File: config.mk
export PLATFORM = sky130hd
export DESIGN_NAME = mem_port_arbiter
export DESIGN_NICKNAME = d
export VERILOG_FILES = /design/src/rtl/mem_port_arbiter.sv
export SDC_FILE = /design/constraint.sdc
export NUM_CORES = 1
export LEC_CHECK = 0
export CAP_MARGIN = 20
export CORE_MARGIN = 2
export CORE_UTILIZATION = 34
export DETAILED_ROUTE_END_ITERATION = 7
export GPL_TIMING_DRIVEN = 0
export PLACE_DENSITY = 0.87
export REMOVE_ABC_BUFFERS = 1
export SYNTH_ARGS = -nofsm -noshare
export SYNTH_HDL_FRONTEND = slang
export SYNTH_SLANG_ARGS = --single-unit
export TNS_END_PERCENT = 20
File: constraint.sdc
create_clock -name clk -period 6.18 [get_ports clk]
set_input_delay 1.236 -clock clk [delete_from_list [all_inputs] [get_ports clk]]
set_output_delay 1.236 -clock clk [all_outputs]
set_load 0.05 [all_outputs]
File: src/rtl/mem_port_arbiter.sv
// Round-robin arbiter sharing one RAM port among NUM_REQ requesters, with burst lock.
// Define MEM_ARB_WR_PRIO_EN to give pending writes priority over reads.
module mem_port_arbiter #(
    parameter int NUM_REQ    = 4,
    parameter int WIDTH_DATA = 8,
    parameter int WIDTH_ADDR = 8,
    parameter int RD_LATENCY = 1
) (
    input  logic                          clk,
    input  logic                          rst_n,
    input  logic [NUM_REQ-1:0]            req_valid,
    output logic [NUM_REQ-1:0]            req_ready,
    input  logic [NUM_REQ-1:0]            req_wr,
    input  logic [NUM_REQ-1:0]            req_lock,
    input  logic [NUM_REQ*WIDTH_ADDR-1:0] req_addr,
    input  logic [NUM_REQ*WIDTH_DATA-1:0] req_wdata,
    output logic [NUM_REQ-1:0]            rsp_valid,
    output logic [WIDTH_DATA-1:0]         rsp_rdata,
    output logic [WIDTH_ADDR-1:0]         mem_addr,
    output logic [WIDTH_DATA-1:0]         mem_din,
    output logic                          mem_wen,
    output logic                          mem_ren,
    input  logic [WIDTH_DATA-1:0]         mem_dout
);

    localparam int IDW = $clog2(NUM_REQ);

    typedef enum logic {
        IDLE,
        LOCKED
    } state_e;

    state_e           state_q, state_d;
    logic [IDW-1:0]   lock_id_q, lock_id_d;
    logic [IDW-1:0]   rr_ptr_q, rr_ptr_d;
    logic [IDW-1:0]   gnt_id;
    logic             gnt_vld;
    logic             lock_hold;
    logic [NUM_REQ-1:0] lock_mask;
    logic [NUM_REQ-1:0] elig;
`ifdef MEM_ARB_WR_PRIO_EN
    logic [NUM_REQ-1:0] wr_elig;
`endif

    logic           tag_vld_q [RD_LATENCY];
    logic           tag_vld_d [RD_LATENCY];
    logic [IDW-1:0] tag_id_q  [RD_LATENCY];
    logic [IDW-1:0] tag_id_d  [RD_LATENCY];

    // Reset gates eligibility so every port output is quiet while rst_n is low.
    always_comb begin
        lock_mask            = '0;
        lock_mask[lock_id_q] = 1'b1;
        lock_hold = (state_q == LOCKED) && req_lock[lock_id_q];
        elig      = req_valid & {NUM_REQ{rst_n}};
        if (lock_hold) begin
            elig = elig & lock_mask;
        end
`ifdef MEM_ARB_WR_PRIO_EN
        wr_elig = elig & req_wr;
        if (|wr_elig) begin
            elig = wr_elig;
        end
`endif
    end

    always_comb begin
        gnt_vld = 1'b0;
        gnt_id  = '0;
        for (int k = 0; k < NUM_REQ; k++) begin
            if (!gnt_vld && elig[(int'(rr_ptr_q) + k) % NUM_REQ]) begin
                gnt_vld = 1'b1;
                gnt_id  = IDW'((int'(rr_ptr_q) + k) % NUM_REQ);
            end
        end
    end

    always_comb begin
        req_ready = '0;
        mem_wen   = 1'b0;
        mem_ren   = 1'b0;
        mem_addr  = '0;
        mem_din   = '0;
        if (gnt_vld) begin
            req_ready[gnt_id] = 1'b1;
            mem_wen  = req_wr[gnt_id];
            mem_ren  = ~req_wr[gnt_id];
            mem_addr = req_addr[gnt_id*WIDTH_ADDR +: WIDTH_ADDR];
            mem_din  = req_wdata[gnt_id*WIDTH_DATA +: WIDTH_DATA];
        end
    end

    // A released lock may be re-acquired by the winner of the same cycle.
    always_comb begin
        state_d   = state_q;
        lock_id_d = lock_id_q;
        rr_ptr_d  = rr_ptr_q;
        if (gnt_vld) begin
            rr_ptr_d = (gnt_id == IDW'(NUM_REQ - 1)) ? '0 : gnt_id + IDW'(1);
        end
        unique case (state_q)
            IDLE: begin
                if (gnt_vld && req_lock[gnt_id]) begin
                    state_d   = LOCKED;
                    lock_id_d = gnt_id;
                end
            end
            LOCKED: begin
                if (!lock_hold) begin
                    state_d = IDLE;
                    if (gnt_vld && req_lock[gnt_id]) begin
                        state_d   = LOCKED;
                        lock_id_d = gnt_id;
                    end
                end
            end
            default: state_d = IDLE;
        endcase
    end

    always_comb begin
        tag_vld_d[0] = gnt_vld & ~req_wr[gnt_id];
        tag_id_d[0]  = gnt_id;
        for (int s = 1; s < RD_LATENCY; s++) begin
            tag_vld_d[s] = tag_vld_q[s-1];
            tag_id_d[s]  = tag_id_q[s-1];
        end
    end

    always_comb begin
        rsp_valid = '0;
        rsp_rdata = '0;
        if (tag_vld_q[RD_LATENCY-1]) begin
            rsp_valid[tag_id_q[RD_LATENCY-1]] = 1'b1;
            rsp_rdata = mem_dout;
        end
    end

    always_ff @(posedge clk or negedge rst_n) begin
        if (!rst_n) begin
            state_q   <= IDLE;
            lock_id_q <= '0;
            rr_ptr_q  <= '0;
            for (int s = 0; s < RD_LATENCY; s++) begin
                tag_vld_q[s] <= 1'b0;
                tag_id_q[s]  <= '0;
            end
        end else begin
            state_q   <= state_d;
            lock_id_q <= lock_id_d;
            rr_ptr_q  <= rr_ptr_d;
            for (int s = 0; s < RD_LATENCY; s++) begin
                tag_vld_q[s] <= tag_vld_d[s];
                tag_id_q[s]  <= tag_id_d[s];
            end
        end
    end

endmodule

==> summary.md, run 1 <==
| Metric | Value |
|---|---|
| Outcome | `finished clean` |
| FILL cells | `300` |
| Final Net Count | `343` |
| Synth Instances | `137` |
| Crit Path Class | `in -> out` |
| Number of synthesized register bits | `8` |
| Setup violators final | `0` |
| Clk Latency, worst-skew pair | `0.23 ns` |
| Root buf cell | `clkbuf_8` |
| Cell Int Power | `426 uW` |
| Starting Density | `36.0%` |
| Fin crit period | `roughly 6.0 ns` |
| Post-synthesis sequential area ratio | `14.9%` |
| Share of cells above drive strength 1 | `13.9%` |
| TNS Setup | `0 ns` |
| Multi-input logic area | `~1100 um^2` |
| N_diodes | `0` |
| Drt first pass iters | `4` |
| Commonest cells post-synth | `and2_1 (33), mux4_2 (17), nand2_1 (12)` |
| Post-Syn Area | `around 1300 um^2` |
| Post-CTS resize count | `0` |
| Synth warn | `0` |
| Switching power of the nets | `between 400 and 500 uW` |
| Worst Path Max Fanout | `22` |
| Core ar. | `3740 um^2` |
| Clock share of power | `7.1%` |
| Synth area leaders | `mux4_2 (28%), and2_1 (15%), dfrtp_1 (15%)` |
| Die X | `between 60 and 70 um` |
| # hold bufs at CTS | `0` |
| Slew headroom | `43.4%` |
| Vias per std cell | `5.21` |
| Net Sw Frac | `51.1%` |
| Grt total ovfl | `0` |
| First-pass GRT wire length | `between 7 and 8 mm` |
| Die area | `4480 um^2` |
| CTS tree | `done` |
| Cts bufs inserted | `3` |
| Drt drc | `0` |
| F_max | `0.168 GHz` |
| Starting DRC count in detailed routing | `61` |
| Max-slew violations | `0` |
| Gr usage total | `around 22%` |
| Vias in the first global route | `around 1.6k` |
| Max Cap Viol | `0` |
| Dominant cell type by area after synthesis | `mux4_2` |
| WL per Instance | `15.3 um` |
| Worst-Margin Slew | `0.848 ns` |
| Hold Fails Final Rpt | `0` |
| GP Congestion | `0.743` |
| Clock buffer depth | `2` |
| Startpoint Class | `input pin` |
| CTS HTree Levels | `1` |
| Port-buffer cells | `119` |
| Initial antenna violation count | `0` |
| Non-Filler Instances | `299` |
| Clock Skew | `approximately 0.0015 ns` |
| Row count | `22` |
| Setup crit end kind | `primary output` |
| Final Instance Area | `2600 um^2` |
| Power share of the sequential group | `12.9%` |
| Sink Count | `8` |
| Post-synth cell types | `42` |
| HP Class | `reg -> reg` |
| Pwr dens | `335 nW/um^2` |
| Crit path DAT | `4.72 ns` |
| RSZ-0062 raised after global routing | `false` |
| Die Span Y | `~67 um` |
| Final clock period utilization by the worst path | `96.3%` |
| Logic pwr share | `79.9%` |
| Register Area | `200 um^2` |
| Async SR Flop Fraction | `100%` |
| Post-Route WL | `about 4.6 mm` |
| Most frequent cell after synthesis | `and2_1` |
| Syn-to-layout area delta | `92.8%` |
| Critical path required time | `4.94 ns` |
| Ports | `120` |
| Synth top area share | `28.4%` |
| Largest net degree at the start of global routing | `27` |
| Peak VDD IR | `0.000177 V` |
| Pleak | `0.00101 uW` |
| Placed Cells incl. Taps | `296` |
| WHS | `~0.63 ns` |
| Postcts setup bufs | `0` |
| Post-synth EDFFs | `0` |
| Clock-pin slew on the worst setup and hold paths | `around 0.040 ns` |
| Vias | `1,557` |
| Post-route ant nets | `0` |
| Ys flop type | `dfrtp_1` |
| Synth Area per Inst | `9.83 um^2` |
| HPWL Detailed | `3.88 mm` |
| Placement Cell Area | `approximately 2600 um^2` |
worst max-delay path, stage by stage:
cell and delay, ns:
clkdlybuf4s50_1 0.80, o21ai_4 0.19, o41ai_1 0.34, a211o_2 0.60, mux4_2 0.59, nor2_1 0.13
clkdlybuf4s50_1 0.82
cells in the final DEF, fill, tap and decap left out, drive strengths merged, types with 2 or more instances in the layout:
master | Yosys | routed
a22oi | 2 | 2
nand2b | 2 | 2
and2 | 33 | 33
o21ai | 5 | 5
nor2 | 7 | 7
mux2i | 2 | 2
o22ai | 2 | 2
ha | 4 | 4
inv | 3 | 3
a21oi | 2 | 2
buf | 6 | 2
nand2 | 12 | 12
o21a | 3 | 3
nand3 | 3 | 3
mux4 | 17 | 17
clkbuf | 4 | 3
mux2 | 3 | 3
dfrtp | 8 | 8
nand4b | 2 | 2
clkdlybuf4s50 | 0 | 119
cells by family after synthesis:
| kind of cell | Yosys count | synth area share (%) |
|---|---|---|
| fa+ha+maj | 4 | 3.72 |
| mux | 22 | 33.3 |
| buf+inv | 13 | 5.58 |
| simple gates | 65 | 27.2 |
| compound gates | 25 | 15.3 |
| flops | 8 | 14.9 |
per-stage QoR:
stage / setup slack, ns / util, % / power, uW
after floorplan: 0.966 / - / 581
final: 0.226 / 69.4 / 871
after CTS: 0.151 / 69.4 / 878
after global routing: 0.00957 / 69.4 / 926
after detailed placement: 0.154 / 68.2 / 811
after global placement: -0.621 / 67.7 / 800
power by group through the flow:
stage	Combinational [uW]	Sequential [uW]	Clock [uW]
floorplan	479	102	0
global placement	688	112	0
detailed placement	699	112	0
CTS	703	112	63.1
global route	741	120	65.4
finish	696	113	62.1
registers in the layout, indices dropped and copies added, names as in the netlist:
signal and cells:
rr_ptr_q 2, tag_id_q 2, lock_id_q 2, tag_vld_q 1, state_q 1
metal layers:
metal | part of all wire, % | track usage [%] | routed length, um
met2 | 51 | 41.9 | 2360
met4 | 1.6 | 5.61 | 73
met1 | 33 | 21.7 | 1520
met5 | 0 | 0 | 0
met3 | 14 | 9.63 | 633
final timing paths:
check	depth (start not counted)	startpoint	slack [ns]	endpoint
min reg2reg	2	rr_ptr_q[1]	0.63	rr_ptr_q[1]
min in group asynchronous	1	rst_n	1.36	rr_ptr_q[0]
max	7	rst_n	0.23	mem_ren
max in group asynchronous	1	rst_n	4.48	tag_vld_q
max reg2reg	7	lock_id_q[1]	3.45	lock_id_q[1]
min	2	rr_ptr_q[1]	0.63	rr_ptr_q[1]
cell type report:
class / count / share of cell area (%)
Clock buffer: 3 / 1.59
Inverter: 3 / 0.434
Multi-Input combinational cell: 116 / 41.5
Sequential cell: 8 / 7.71
Tap cell: 48 / 2.31
Timing Repair Buffer: 121 / 46.5
Note: power is estimated with default switching activity, not from simulation.
==> run 2, diff against run 1 <==
Settings changed: CORE_UTILIZATION 34 to 53, CTS_BUF_LIST set to sky130_fd_sc_hd__clkbuf_2, DONT_BUFFER_PORTS set to 1, PLACE_DENSITY 0.87 to 0.68.
==> run 2 against run 1 <==
Sequential power hardly changed. Non-clock buffer count is 118 lower. Design area fell by 48%. Sequential cell count unchanged. Largest cell class is now multi-input combinational cells.
==> summary.md, run 2 (synthesis gave the netlist of run 1 again) <==
| Metric | Value |
|---|---|
| Outcome | `finished clean (unchanged)` |
| Starting Density | `55.3% (was 36.0%)` |
| CTS HTree Levels | `1 (unchanged)` |
| Port-buffer cells | `0 (was 119)` |
| WL per Instance | `19.9 um (was 15.3 um)` |
| Vias per std cell | `6.88 (was 5.21)` |
| Hold Fails Final Rpt | `0 (unchanged)` |
| Post-CTS resize count | `0 (unchanged)` |
| Sink Count | `8 (unchanged)` |
| N_diodes | `0 (unchanged)` |
| FILL cells | `226 (was 300)` |
| Crit path DAT | `3.86 ns (was 4.72 ns)` |
| Startpoint Class | `input pin (unchanged)` |
| Crit Path Class | `in -> out (unchanged)` |
| Final clock period utilization by the worst path | `82.5% (was 96.3%)` |
| Clk Latency, worst-skew pair | `0.24 ns (was 0.23 ns)` |
| Post-Route WL | `3.25 mm (was 4.58 mm)` |
| Largest net degree at the start of global routing | `23 (was 27)` |
| Clock-pin slew on the worst setup and hold paths | `0.07 ns (was 0.04 ns)` |
| Pleak | `0.000547 uW (was 0.00101 uW)` |
| Worst Path Max Fanout | `22 (unchanged)` |
| Starting DRC count in detailed routing | `28 (was 61)` |
| Largest regs | `lock_id_q x2, rr_ptr_q x2, tag_id_q x2 (unchanged)` |
| Die area | `2960 um^2 (was 4480 um^2)` |
| Grt total ovfl | `0 (unchanged)` |
| Cts bufs inserted | `3 (unchanged)` |
| Syn-to-layout area delta | `1.21% (was 92.8%)` |
| Core ar. | `2430 um^2 (was 3740 um^2)` |
| TNS Setup | `0 ns (unchanged)` |
| Share of cells above drive strength 1 | `27.1% (was 13.9%)` |
| Fin crit period | `5.10 ns (was 5.95 ns)` |
| Final Instance Area | `1360 um^2 (was 2600 um^2)` |
| Worst-Margin Slew | `0.963 ns (was 0.848 ns)` |
| F_max | `0.196 GHz (was 0.168 GHz)` |
| Commonest non-fill, non-tap cell in the layout | `and2_1 (was clkdlybuf4s50_1)` |
| Ports | `120 (unchanged)` |
| Placement Cell Area | `1350 um^2 (was 2550 um^2)` |
| Slew headroom | `35.6% (was 43.4%)` |
| Initial antenna violation count | `0 (unchanged)` |
| Root buf cell | `clkbuf_2 (was clkbuf_8)` |
| HPWL Detailed | `2.69 mm (was 3.88 mm)` |
| Placed Cells incl. Taps | `160 (was 296)` |
| Gr usage total | `23.1% (was 22.1%)` |
| Clock buffer depth | `2 (unchanged)` |
| Drt drc | `0 (unchanged)` |
| Max-slew violations | `0 (unchanged)` |
| Peak VDD IR | `0.000301 V (was 0.000177 V)` |
| RSZ-0062 raised after global routing | `false (unchanged)` |
| Row count | `18 (was 22)` |
| Critical path required time | `4.94 ns (about the same)` |
| Setup crit end kind | `primary output (unchanged)` |
| Clock Skew | `0.00612 ns (was 0.00151 ns)` |
| HP Class | `reg -> reg (unchanged)` |
| # hold bufs at CTS | `0 (unchanged)` |
| Final Net Count | `225 (was 343)` |
| GP Congestion | `0.736 (was 0.743)` |
| Max Cap Viol | `0 (unchanged)` |
| CTS tree | `done (unchanged)` |
| Vias | `1,122 (was 1,557)` |
| Most frequent cells in the layout | `and2_1 (33), mux4_2 (17), nand2_1 (12) (was clkdlybuf4s50_1 (119), and2_1 (33), mux4_2 (17))` |
| First-pass GRT wire length | `4.86 mm (was 7.45 mm)` |
| Drt first pass iters | `4 (unchanged)` |
| Post-route ant nets | `0 (unchanged)` |
| Non-Filler Instances | `163 (was 299)` |
| Pwr dens | `493 nW/um^2 (was 335 nW/um^2)` |
| Vias in the first global route | `1,079 (was 1,648)` |
| Postcts setup bufs | `0 (unchanged)` |
| Die Span Y | `54.4 um (was 66.9 um)` |
| Die X | `54.4 um (was 66.9 um)` |
| Setup violators final | `0 (unchanged)` |
run 2: worst paths after layout:
kind,startpoint,to,slack (ns),cells after the start
setup / recovery,req_lock[3],mem_ren,1.08,6
hold / removal,rr_ptr_q[1],rr_ptr_q[1],0.64,2
setup reg to reg,lock_id_q[1],tag_vld_q,2.74,6
hold reg to reg,rr_ptr_q[1],rr_ptr_q[1],0.64,2
max in group asynchronous,rst_n,lock_id_q[0],5.42,0
min in group asynchronous,rst_n,rr_ptr_q[0],0.68,0
run 2: cell type report:
class	instances	area [um^2]	area share [%]
Sequential cell	8	200	14.7
Clock buffer	3	15.0	1.10
Multi-Input combinational cell	116	1080	79.0
Inverter	3	11.3	0.826
Tap cell	30	37.5	2.75
Timing Repair Buffer	3	22.5	1.65
run 2: stage by stage:
stage	power (uW)	setup slack, ns	hold WS [ns]	utilization, %
finish	672	1.08	0.638	56.0
global route	716	0.852	0.641	56.0
CTS	674	1.04	0.636	56.0
detailed placement	642	1.04	0.621	55.4
global placement	628	0.490	0.605	54.3
floorplan	581	0.966	0.546	-
run 2: critical path: stages:
cell and delay (ns):
mux2i_2 0.23, o21ai_4 0.13, o41ai_1 0.31, a211o_2 0.60, mux4_2 0.60, nor2_1 0.74
run 2: metal layers:
layer	GRT usage (%)	share of wire (%)
met2	39.8	52
met4	5.83	1.0
met3	6.28	9.0
met5	0	0
met1	28.6	38
run 2: report_power, final:
part / switching (uW) / internal, uW / total (uW)
combinational: 357 / 171 / 527
clock: 17.3 / 13.2 / 30.5
sequential: 39.3 / 74.4 / 114
total: 413 / 258 / 672
